`config.mk`:
```
export PLATFORM = sky130hd
export DESIGN_NAME = syn_current_accum_flat
export DESIGN_NICKNAME = d
export VERILOG_FILES = /design/src/rtl/syn_current_accum_if.sv /design/src/rtl/syn_current_accum.sv /design/src/flat_wrapper.sv
export SDC_FILE = /design/constraint.sdc
export NUM_CORES = 1
export LEC_CHECK = 0
export CAP_MARGIN = 25
export CORE_MARGIN = 1
export CORE_UTILIZATION = 64
export CTS_BUF_LIST = sky130_fd_sc_hd__clkbuf_4
export CTS_CLUSTER_DIAMETER = 50
export DETAILED_ROUTE_END_ITERATION = 10
export PLACE_DENSITY_LB_ADDON = 0.15
export SETUP_SLACK_MARGIN = 0.02
export SLEW_MARGIN = 20
export SYNTH_ARGS = -nofsm -noshare
export SYNTH_HDL_FRONTEND = slang
export SYNTH_SLANG_ARGS = --single-unit
```
`constraint.sdc`:
```
create_clock -name clk -period 8.7 [get_ports clk]
set_clock_uncertainty 0.15 [all_clocks]
set_input_delay 1.74 -clock clk [delete_from_list [all_inputs] [get_ports clk]]
set_output_delay 1.74 -clock clk [all_outputs]
set_load 0.03 [all_outputs]
```
`src/rtl/syn_current_accum_if.sv`:
```
// Handshake bundle between the spike-event source, the current accumulator and the neuron-update core.
interface syn_current_accum_if #(
  parameter int IDX_W = 4
);
  logic             ev_valid;
  logic             ev_ready;
  logic [IDX_W-1:0] ev_idx;
  logic [16:0]      ev_weight;
  logic             step;
  logic             out_valid;
  logic             out_ready;
  logic [IDX_W-1:0] out_idx;
  logic [16:0]      out_i;
  logic             step_done;
  logic             ev_drop;

  modport master (
    output ev_valid, ev_idx, ev_weight, step, out_ready,
    input  ev_ready, out_valid, out_idx, out_i, step_done, ev_drop
  );

  modport slave (
    input  ev_valid, ev_idx, ev_weight, step, out_ready,
    output ev_ready, out_valid, out_idx, out_i, step_done, ev_drop
  );
endinterface

```
`src/rtl/syn_current_accum.sv`:
```
// Per-neuron saturating Q8.8 synaptic current accumulator with a timestep drain to the neuron core.
// Define SYN_DECAY_EN to halve the accumulators after each drain instead of clearing them.
module syn_current_accum #(
  parameter int N_NEURONS = 16,
  parameter int IDX_W     = 4
) (
  input logic                clk,
  input logic                rst,
  syn_current_accum_if.slave bus
);

  localparam int               DEPTH = 1 << IDX_W;
  localparam logic [IDX_W:0]   N_LIM = (IDX_W+1)'(N_NEURONS);
  localparam logic [IDX_W-1:0] LAST  = IDX_W'(N_NEURONS - 1);

  typedef enum logic [1:0] {IDLE, DRAIN, FLUSH} state_t;

  state_t             state;
  logic signed [16:0] acc [DEPTH];
  logic [IDX_W-1:0]   ptr;
  logic               accept;

  // Overflow shows up as the two top bits of the 18-bit sum disagreeing.
  function automatic logic signed [16:0] sat_add(input logic signed [16:0] a,
                                                 input logic signed [16:0] b);
    logic [17:0] s;
    s = {a[16], a} + {b[16], b};
    case (s[17:16])
      2'b01:   return 17'h0FFFF;
      2'b10:   return 17'h10000;
      default: return s[16:0];
    endcase
  endfunction

  assign accept      = bus.ev_valid && bus.ev_ready;
  assign bus.out_idx = ptr;
  assign bus.out_i   = bus.out_valid ? acc[ptr] : 17'h0;

  always_ff @(posedge clk) begin
    if (rst) begin
      state         <= IDLE;
      ptr           <= '0;
      bus.ev_ready  <= 1'b1;
      bus.out_valid <= 1'b0;
      bus.step_done <= 1'b0;
      bus.ev_drop   <= 1'b0;
      for (int i = 0; i < DEPTH; i++) acc[i] <= '0;
    end else begin
      bus.step_done <= 1'b0;
      bus.ev_drop   <= 1'b0;
      case (state)
        IDLE: begin
          if (accept) begin
            if ({1'b0, bus.ev_idx} < N_LIM)
              acc[bus.ev_idx] <= sat_add(acc[bus.ev_idx], $signed(bus.ev_weight));
            else
              bus.ev_drop <= 1'b1;
          end
          // An event accepted alongside step lands before the drain reads it.
          if (bus.step) begin
            state         <= DRAIN;
            ptr           <= '0;
            bus.ev_ready  <= 1'b0;
            bus.out_valid <= 1'b1;
          end
        end
        DRAIN: begin
          if (bus.out_ready) begin
            if (ptr == LAST) begin
              state         <= FLUSH;
              ptr           <= '0;
              bus.out_valid <= 1'b0;
              bus.step_done <= 1'b1;
            end else begin
              ptr <= ptr + IDX_W'(1);
            end
          end
        end
        FLUSH: begin
          for (int i = 0; i < DEPTH; i++) begin
`ifdef SYN_DECAY_EN
            acc[i] <= acc[i] >>> 1;
`else
            acc[i] <= '0;
`endif
          end
          state        <= IDLE;
          bus.ev_ready <= 1'b1;
        end
        default: state <= IDLE;
      endcase
    end
  end

endmodule

```
`src/flat_wrapper.sv`:
```
// flat-port wrapper written by rule: the top's interface ports become plain ports
module syn_current_accum_flat 
#(
  parameter int N_NEURONS = 16,
  parameter int IDX_W     = 4
)
  (clk, rst, bus_ev_valid, bus_ev_idx, bus_ev_weight, bus_step, bus_out_ready, bus_ev_ready, bus_out_valid, bus_out_idx, bus_out_i, bus_step_done, bus_ev_drop);
  syn_current_accum_if #(.IDX_W(IDX_W)) bus_i ();
  input logic clk;
  input logic rst;
  input wire logic [$bits(bus_i.ev_valid)-1:0] bus_ev_valid;
  input wire logic [$bits(bus_i.ev_idx)-1:0] bus_ev_idx;
  input wire logic [$bits(bus_i.ev_weight)-1:0] bus_ev_weight;
  input wire logic [$bits(bus_i.step)-1:0] bus_step;
  input wire logic [$bits(bus_i.out_ready)-1:0] bus_out_ready;
  output wire logic [$bits(bus_i.ev_ready)-1:0] bus_ev_ready;
  output wire logic [$bits(bus_i.out_valid)-1:0] bus_out_valid;
  output wire logic [$bits(bus_i.out_idx)-1:0] bus_out_idx;
  output wire logic [$bits(bus_i.out_i)-1:0] bus_out_i;
  output wire logic [$bits(bus_i.step_done)-1:0] bus_step_done;
  output wire logic [$bits(bus_i.ev_drop)-1:0] bus_ev_drop;
  assign bus_i.ev_valid = bus_ev_valid;
  assign bus_i.ev_idx = bus_ev_idx;
  assign bus_i.ev_weight = bus_ev_weight;
  assign bus_i.step = bus_step;
  assign bus_i.out_ready = bus_out_ready;
  assign bus_ev_ready = bus_i.ev_ready;
  assign bus_out_valid = bus_i.out_valid;
  assign bus_out_idx = bus_i.out_idx;
  assign bus_out_i = bus_i.out_i;
  assign bus_step_done = bus_i.step_done;
  assign bus_ev_drop = bus_i.ev_drop;
  syn_current_accum #(.N_NEURONS(N_NEURONS), .IDX_W(IDX_W)) u_core (.clk(clk), .rst(rst), .bus(bus_i));
endmodule
```
After elaboration in Yosys (flattened, before gate mapping)
Memory sizes are Yosys's and may differ from the RTL's. A register that Yosys moved wholly into a read port is not among the register bits.
Cells that the tools add are included.
{ "totals": {"out_inout_bits": 25, "mem_count": 1, "mem_bits_rw": 272, "register_bits": 9, "in_bits": 26} }
{ "classes": {"bitwise": 18, "reduce_logical": 10, "mux": 50, "n_eq_ne": 8, "n_addsub": 2} }
{ "memory_table": {"columns": ["name", "words", "width", "rd", "rd_clocked_by_memory_dff", "write_ports", "line_no", "source"], "rows": [
  ["u_core.acc", 16, 17, 2, 1, 16, "syn_current_accum.sv:19", "logic signed [16:0] acc [DEPTH];"]
]} }
{ "ops": {"columns": ["op", "n"], "rows": [
  ["$mux W17", 21],
  ["$pmux W17 S2", 1],
  ["$mux W4", 6],
  ["$add A17 B17 Y18", 1],
  ["$reduce_or A17 Y1", 1],
  ["$or A1 B1 Y1", 16],
  ["$mux W1", 15],
  ["$pmux W4 S2", 1],
  ["$mux W2", 3],
  ["$reduce_and A3 Y1", 2],
  ["$add A4 B1 Y4 const B", 1],
  ["$eq A2 B1 Y1 const B", 2],
  ["$eq A2 B2 Y1 const B", 2],
  ["$eq A4 B4 Y1 const B", 1],
  ["$ne A2 B2 Y1 const B", 2],
  ["$pmux W1 S2", 2],
  ["$pmux W2 S2", 1],
  ["$reduce_and A4 Y1", 1],
  ["$reduce_bool A2 Y1", 2],
  ["$reduce_or A3 Y1", 1],
  ["$logic_not A2 Y1", 1],
  ["$ne A2 B1 Y1 const B", 1],
  ["$not A1 Y1", 2],
  ["$reduce_and A2 Y1", 1],
  ["$logic_and A1 B1 Y1", 1]
]} }

Longest topological paths before layout
An unclocked memory read counts as a cell.
{ "logic_depth": {"ltp_word": 8, "ltp_mapped": 20} }

Least setup slack after synthesis
Ideal clock, no wire load.
{ "synth_path": {"path_kind": "input -> register", "start": "in bus_ev_idx[0]", "end": "mem u_core.acc[0][10] (data pin)", "setup_slack_ns": 1.822, "stages": 18, "arrival_time_ns": 6.462, "cell_sequence": "clkbuf_1 buf_2 mux4_2 mux4_2 ha_1 o211ai_1 a21oi_2 nor2_1 or4b_4 nand2_1 xnor2_1 ha_1 buf_2 nor2b_1 clkbuf_1 nor3_1 clkbuf_1 nor2_1"} }
{ "synth_lines": {"columns": ["item", "line_no", "source"], "rows": [
  ["from (decl)", "flat_wrapper.sv:12", "input wire logic [$bits(bus_i.ev_idx)-1:0] bus_ev_idx;"],
  ["to (decl)", "syn_current_accum.sv:19", null]
]} }

==> metrics.txt <==
area of the die=about 25000 µm²; power density over the cells=about 210 nW/µm²; overflow left after global routing=0; Pins Over Slew Limit=0; fill cell total of the finished layout=1523; final number of setup-violating endpoints=0; most repeated cell in the gate-level netlist after synthesis=sky130_fd_sc_hd__edfxtp_1; Synth Net Count=1113; startpoint type of the worst setup path=primary input; Static Leak=~6.0 nW; number of buffers between clock root and the deepest sink=3; final period utilization=just over 80%; Synth-to-Final Area Change=12.8%; Detailed Route WL=~44 mm; Min Clock Period, post-route=about 7.2 ns; routability cong.=between 0.9 and 1; number of hold violations in the final report=0; per-cell via count in the routed design=slightly below 7; cell type with the largest total area after synthesis=sky130_fd_sc_hd__edfxtp_1; antenna violations before repair=1; total I/O pin count=slightly above 50; setup TNS=0 ns; maximum clock frequency=between 100 and 150 MHz; number of post-CTS setup repair buffers=0; Max transition margin=a little under a quarter; DP HPWL=between 20 and 30 mm; routed via count=roughly 11000; Top FF cell, synth=sky130_fd_sc_hd__edfxtp_1; Routed WL per cell=about 29 µm; cell area after placement=16300 µm²; clk sink count=~290; Rows=between 50 and 60; synthesized area=15300 µm²; Largest stage delay, worst path=1.00 ns; Placed Cells=1399; multi-input combinational cell area=6470 µm²; RSZ-0062 raised after global routing=no; Residual DRC=0; crit path kind=in2reg; CP Buf/Inv Count=4; share of the yosys chip area belonging to registers=55.1%; Total Routing Usage GR=between 30% and 40%; starting density of the core=between 60% and 70%; Chip Height=roughly 160 µm; critical path capture point type=flop; Max-cap violations=0; Sequential Area=8440 µm²; series of cell instances along the critical path=clkdlybuf4s50_1 -> mux4_2 -> ha_1 -> inv_1 -> fa_1 -> nand2b_1 -> a21oi_2 -> nor2_1 -> or4b_4 -> nand2_1 -> xnor2_1 -> ha_1 -> clkinv_1 -> nand2_1 -> o41ai_1 -> a311oi_4 -> buf_4 -> nor2_1; largest net degree at the start of global routing=69; top area cells in the synthesized netlist=sky130_fd_sc_hd__edfxtp_1 (53%), sky130_fd_sc_hd__mux4_2 (25%), sky130_fd_sc_hd__nor2_1 (6.6%), sky130_fd_sc_hd__dfxtp_1 (1.7%), sky130_fd_sc_hd__ha_1 (1.6%); Synth top cells by count=sky130_fd_sc_hd__edfxtp_1 (272), sky130_fd_sc_hd__nor2_1 (268), sky130_fd_sc_hd__mux4_2 (170), sky130_fd_sc_hd__clkbuf_1 (59), sky130_fd_sc_hd__nand2_1 (55); Core Box Area=23500 µm²; number of DRC markers after the initial detailed-route iteration=about 1700; post-layout total power=between 3 and 4 mW; post-route cell area=between 15000 and 20000 µm²; Worst-Margin Slew=between 1 and 1.5 ns; cts hold-fix bufs=0; slowest CP cell=sky130_fd_sc_hd__clkdlybuf4s50_1; Horiz. Die Dim=around 160 µm; count of input and output buffers=49; number of warning messages in the yosys log=0; post-synthesis register bit count=around 290; number of H-tree levels=3; detailed-router iteration count before antenna repair=7; Antenna Violating Nets Remaining=0; Final #Nets=roughly 1200; post-route insts no fill=around 1500; count of flip-flops with a built-in enable after synthesis=272; top-area cell type share of the netlist area=53.4%; Post-Synthesis Cells=about 1100; Distinct cells, synth=59; Clk Latency, worst-skew pair=~0.69 ns; via count of the first global-routing pass=approximately 10000; Synth async-reset ratio=0%; clock-pin slew on the worst setup and hold paths=0.07 ns; average cell area after synthesis=~14 µm²; critical path required time=8.92 ns; cell family with the largest share of critical-path delay=buffers and inverters; worst-path fanout max=20; classification of the worst-slack hold path=reg2reg; root buffer cell=sky130_fd_sc_hd__clkbuf_4; total CTS buffers=74; layout cells sized above 1=between 30% and 40%; TritonCTS clock tree=built; wire length of the first global-routing pass=between 60 and 70 mm; worst vdd rail ir drop=127 µV; Arrival @ worst endpoint=between 7 and 8 ns; outcome=completed; CTS resizes=0
[cell families (layout without fill, tap and decap cells)]
kind of cell / after synthesis / count (layout) / share of synthesized area [%]
and+or+nand+nor: 406 / 406 / 11.3
DFF: 285 / 285 / 55.1
muxes: 172 / 172 / 25.2
buffers and inverters: 96 / 231 / 2.59
AOI/OAI and AO/OA: 74 / 74 / 3.36
adders and majority gates: 21 / 21 / 1.77
xor gates and xnor gates: 11 / 11 / 0.630
other: 1 / 2 / 0.0245
[cells in the final DEF, fill, tap and decap left out, drive strengths merged, types with 3 or more instances in the layout]
cell | netlist | final
clkinv | 1 | 7
clkbuf | 59 | 108
nor3 | 24 | 24
and2 | 18 | 18
a21o | 4 | 4
mux4 | 170 | 170
nor2 | 278 | 278
xnor2 | 10 | 10
nand3 | 7 | 7
nor4 | 3 | 3
nand2b | 6 | 6
inv | 8 | 11
edfxtp | 272 | 272
buf | 28 | 57
nand2 | 55 | 55
clkdlybuf4s50 | 0 | 46
o21a | 4 | 4
o21ai | 12 | 12
dfxtp | 13 | 13
ha | 20 | 20
nor2b | 3 | 3
a211oi | 3 | 3
o211ai | 3 | 3
a21oi | 32 | 32
a31oi | 3 | 3
[where the power goes]
group	switching (mW)	internal, mW
Combinational	0.633	0.320
Clock	0.527	0.592
Sequential	0.0368	1.56
[flip-flops by register name, summed over array words and instances (netlist names), named ones only]
register and count:
u_core.bus.out_valid 1, u_core.bus.out_idx 4, u_core.state 2, u_core.acc 272
u_core.bus.step_done 1, u_core.bus.ev_ready 1
[layout make-up]
type	instances	area share (%)
diodes	1	0.0145
clock buffers	108	4.70
clock inverters	11	0.421
inverters	9	0.196
multi-input cells	685	37.6
flip-flops and latches	285	48.9
well taps	319	2.32
repair buffers	103	5.86
[worst reg2reg max path, cell delays in order (launching register included)]
cell and delay, ns:
sky130_fd_sc_hd__edfxtp_1 0.39, sky130_fd_sc_hd__mux4_2 0.50, sky130_fd_sc_hd__mux4_2 0.56, sky130_fd_sc_hd__ha_1 0.43, sky130_fd_sc_hd__o211ai_1 0.14, sky130_fd_sc_hd__a21oi_2 0.23
sky130_fd_sc_hd__nor2_1 0.10, sky130_fd_sc_hd__or4b_4 0.56, sky130_fd_sc_hd__nand2_1 0.14, sky130_fd_sc_hd__xnor2_1 0.08, sky130_fd_sc_hd__ha_1 0.75, sky130_fd_sc_hd__clkinv_1 0.45
sky130_fd_sc_hd__nand2_1 0.14, sky130_fd_sc_hd__o41ai_1 0.11, sky130_fd_sc_hd__a311oi_4 0.34, sky130_fd_sc_hd__buf_4 0.33, sky130_fd_sc_hd__nor2_1 0.07
[stage by stage]
step | util [%] | hold WS [ns] | setup WS, ns
after detailed placement | 69.5 | 0.300 | 0.966
after global routing | 73.4 | 0.343 | 1.19
after CTS | 73.3 | 0.311 | 1.65
after global placement | 68.9 | 0.296 | 1.03
after floorplan | - | 0.323 | 1.82
final | 73.4 | 0.307 | 1.53
[final timing paths]
check	startpoint	to	slack, ns	depth (start not counted)
worst max-delay path	bus_ev_idx[3]	u_core.acc[3][16]	1.53	18
worst min-delay path	u_core.bus.ev_ready	u_core.bus.ev_ready	0.31	2
worst max register to register	u_core.acc[13][5]	u_core.acc[3][16]	2.92	16
worst min register to register	u_core.bus.ev_ready	u_core.bus.ev_ready	0.31	2
[routing by layer]
| metal | global-route usage [%] | wire length (µm) | vias up |
|---|---|---|---|
| met5 | 0 | 0 | - |
| met4 | 21.2 | 2230 | 0 |
| met3 | 10.5 | 6330 | 161 |
| met2 | 58.8 | 20900 | 895 |
| met1 | 48.3 | 14500 | 5191 |
| li1 | - | - | 4333 |
Power figures use the tool's default switching activity.
==> variant (config.mk and constraints unchanged) <==
Re-encode `state_t` (3 states) as one-hot, 3 bits wide.
--- a/src/rtl/syn_current_accum.sv
+++ b/src/rtl/syn_current_accum.sv
@@ -13,7 +13,7 @@
   localparam logic [IDX_W:0]   N_LIM = (IDX_W+1)'(N_NEURONS);
   localparam logic [IDX_W-1:0] LAST  = IDX_W'(N_NEURONS - 1);
 
-  typedef enum logic [1:0] {IDLE, DRAIN, FLUSH} state_t;
+  typedef enum logic [2:0] {IDLE = 3'b001, DRAIN = 3'b010, FLUSH = 3'b100} state_t;
 
   state_t             state;
   logic signed [16:0] acc [DEPTH];
Function: no difference found for any inputs over 4 cycles, from zero or initial values and one cycle with rst high; so few cycles prove little.
==> variant against the unedited design <==
Count of clock-buffer cells in the layout is 1 lower. Non-clock buffer count is 2 higher. Routed wire length is 4.9% higher. Cell count is 1.4% higher. Core utilization is 0.26 points higher. Register-to-register slack better by 0.27 ns. Cell area is 1.5% higher. Sequential cell count is 1 higher. Sequential power hardly changed. Power is 1.7% lower. Worst setup slack better by 0.24 ns. Area after synthesis is 2.3% higher. Global-route usage is 1.1 points higher.
==> variant: results (changes against the unedited design) <==
layout cells sized above 1=29.3% (was 30.5%); number of global-route vias before repair=11100 (was 10400); Area contributors post-synth=edfxtp_1, mux4_2, nor2_1 (unchanged); top_reg_cell synth=edfxtp_1 (unchanged); M2 GR Usage=58.0% (was 58.8%); Routed met3 length=7320 um (was 6330 um); Hold EP=u_core.bus.out_idx[3] (was u_core.bus.ev_ready); Post-DP Area=16600 sq um (was 16300 sq um); hold wc startpoint=u_core.bus.out_idx[3] (was u_core.bus.ev_ready); routability cong.=0.969 (was 0.922); dpl hpwl=28500 um (was 26900 um); initial DRC count=1891 (was 1708); M1 GR Usage=53.8% (was 48.3%); NumNets Final=1221 (was 1205); largest stage delay on the critical path=0.55 ns (was 1.00 ns); highest routed layer=met4 (unchanged); htree depth=3 (unchanged); root buf cell=clkbuf_4 (unchanged); GRT Total Usage=38.8% (was 37.7%); Worst Max-Slew Pin Slew=0.956 ns (was 1.15 ns); met3 Track Usage GR=11.3% (was 10.5%); final WL=46100 um (was 43900 um); CP Capture Point=u_core.acc[4][12] (was u_core.acc[3][16]); P_sw=1.19 mW (was 1.20 mW); reg2reg end=u_core.acc[4][12] (was u_core.acc[3][16]); Mapped Cells=1091 (was 1066); maximum VDD drop=132 uV (was 127 uV); met1 wire length=15800 um (was 14500 um); Inst Count DP=1415 (was 1399); fillcell total=1506 (was 1523); Synth Area in Compound Gates=5.55% (was 3.36%); worst r2r path cells=15 (was 16); Worst Setup SP=bus_ev_idx[0] (was bus_ev_idx[3]); drt pass-1 iters=6 (was 7); WP data arrival=7.24 ns (was 7.39 ns); most instantiated cells after synthesis=edfxtp_1, nor2_1, mux4_2 (unchanged); crit-path max FO=24 (was 20); global-route wire length before repair=67400 um (was 63600 um); Post-Synth XOR/XNOR Area=0.336% (was 0.630%); synth warn=0 (unchanged); worst hold margin=0.397 ns (was 0.307 ns); Leakage=5.97 nW (was 5.96 nW); Post-Place Setup Slack=1.12 ns (was 0.966 ns); CP max stage cell=ha_1 (was clkdlybuf4s50_1); Post-Synth Adder-Cell Area=1.73% (was 1.77%); sequential power share=44.2% (was 43.5%); library cells used by synthesis=65 (was 59); post-route insts no fill=1543 (was 1521); vias per cell=7.29 (was 6.96); Fmax=144 MHz (was 140 MHz); DR WL met2=21200 um (was 20900 um); mux cell area share after synthesis=24.6% (was 25.2%); sequential fraction of the synthesis area=54.0% (was 55.1%); Power Internal=2.41 mW (was 2.47 mW); initial antenna violation count=1 (unchanged); status=completed (unchanged); RR Startpoint=u_core.acc[14][3] (was u_core.acc[13][5])
==> variant: changes by cell type in the layout (fill, tap and decap cells not counted), sizes merged, moves of 4 or more <==
cell    change
nor2      -103
a21oi      +45
nor3       +33
nor4b      +15
o21ai      +10
clkinv      +8
nand2       -6
xnor2       -6
or3         +5
nand4       +4
==> variant: tightest hold or removal path, cell delays in order (launching register included) <==
cell and delay (ns):
dfxtp_1 0.34, o21ai_0 0.08, a21oi_1 0.07
==> variant: layout make-up <==
| cell class | instances | area, sq um | area share (%) |
|---|---|---|---|
| sequential | 286 | 8460 | 48.3 |
| multi-input combinational | 696 | 6710 | 38.3 |
| timing repair buffer | 105 | 1020 | 5.80 |
| clock buffer | 107 | 803 | 4.59 |
| tap | 319 | 399 | 2.28 |
| clock inverter | 18 | 76.3 | 0.436 |
| inverter | 11 | 41.3 | 0.236 |
| antenna | 1 | 2.50 | 0.0143 |
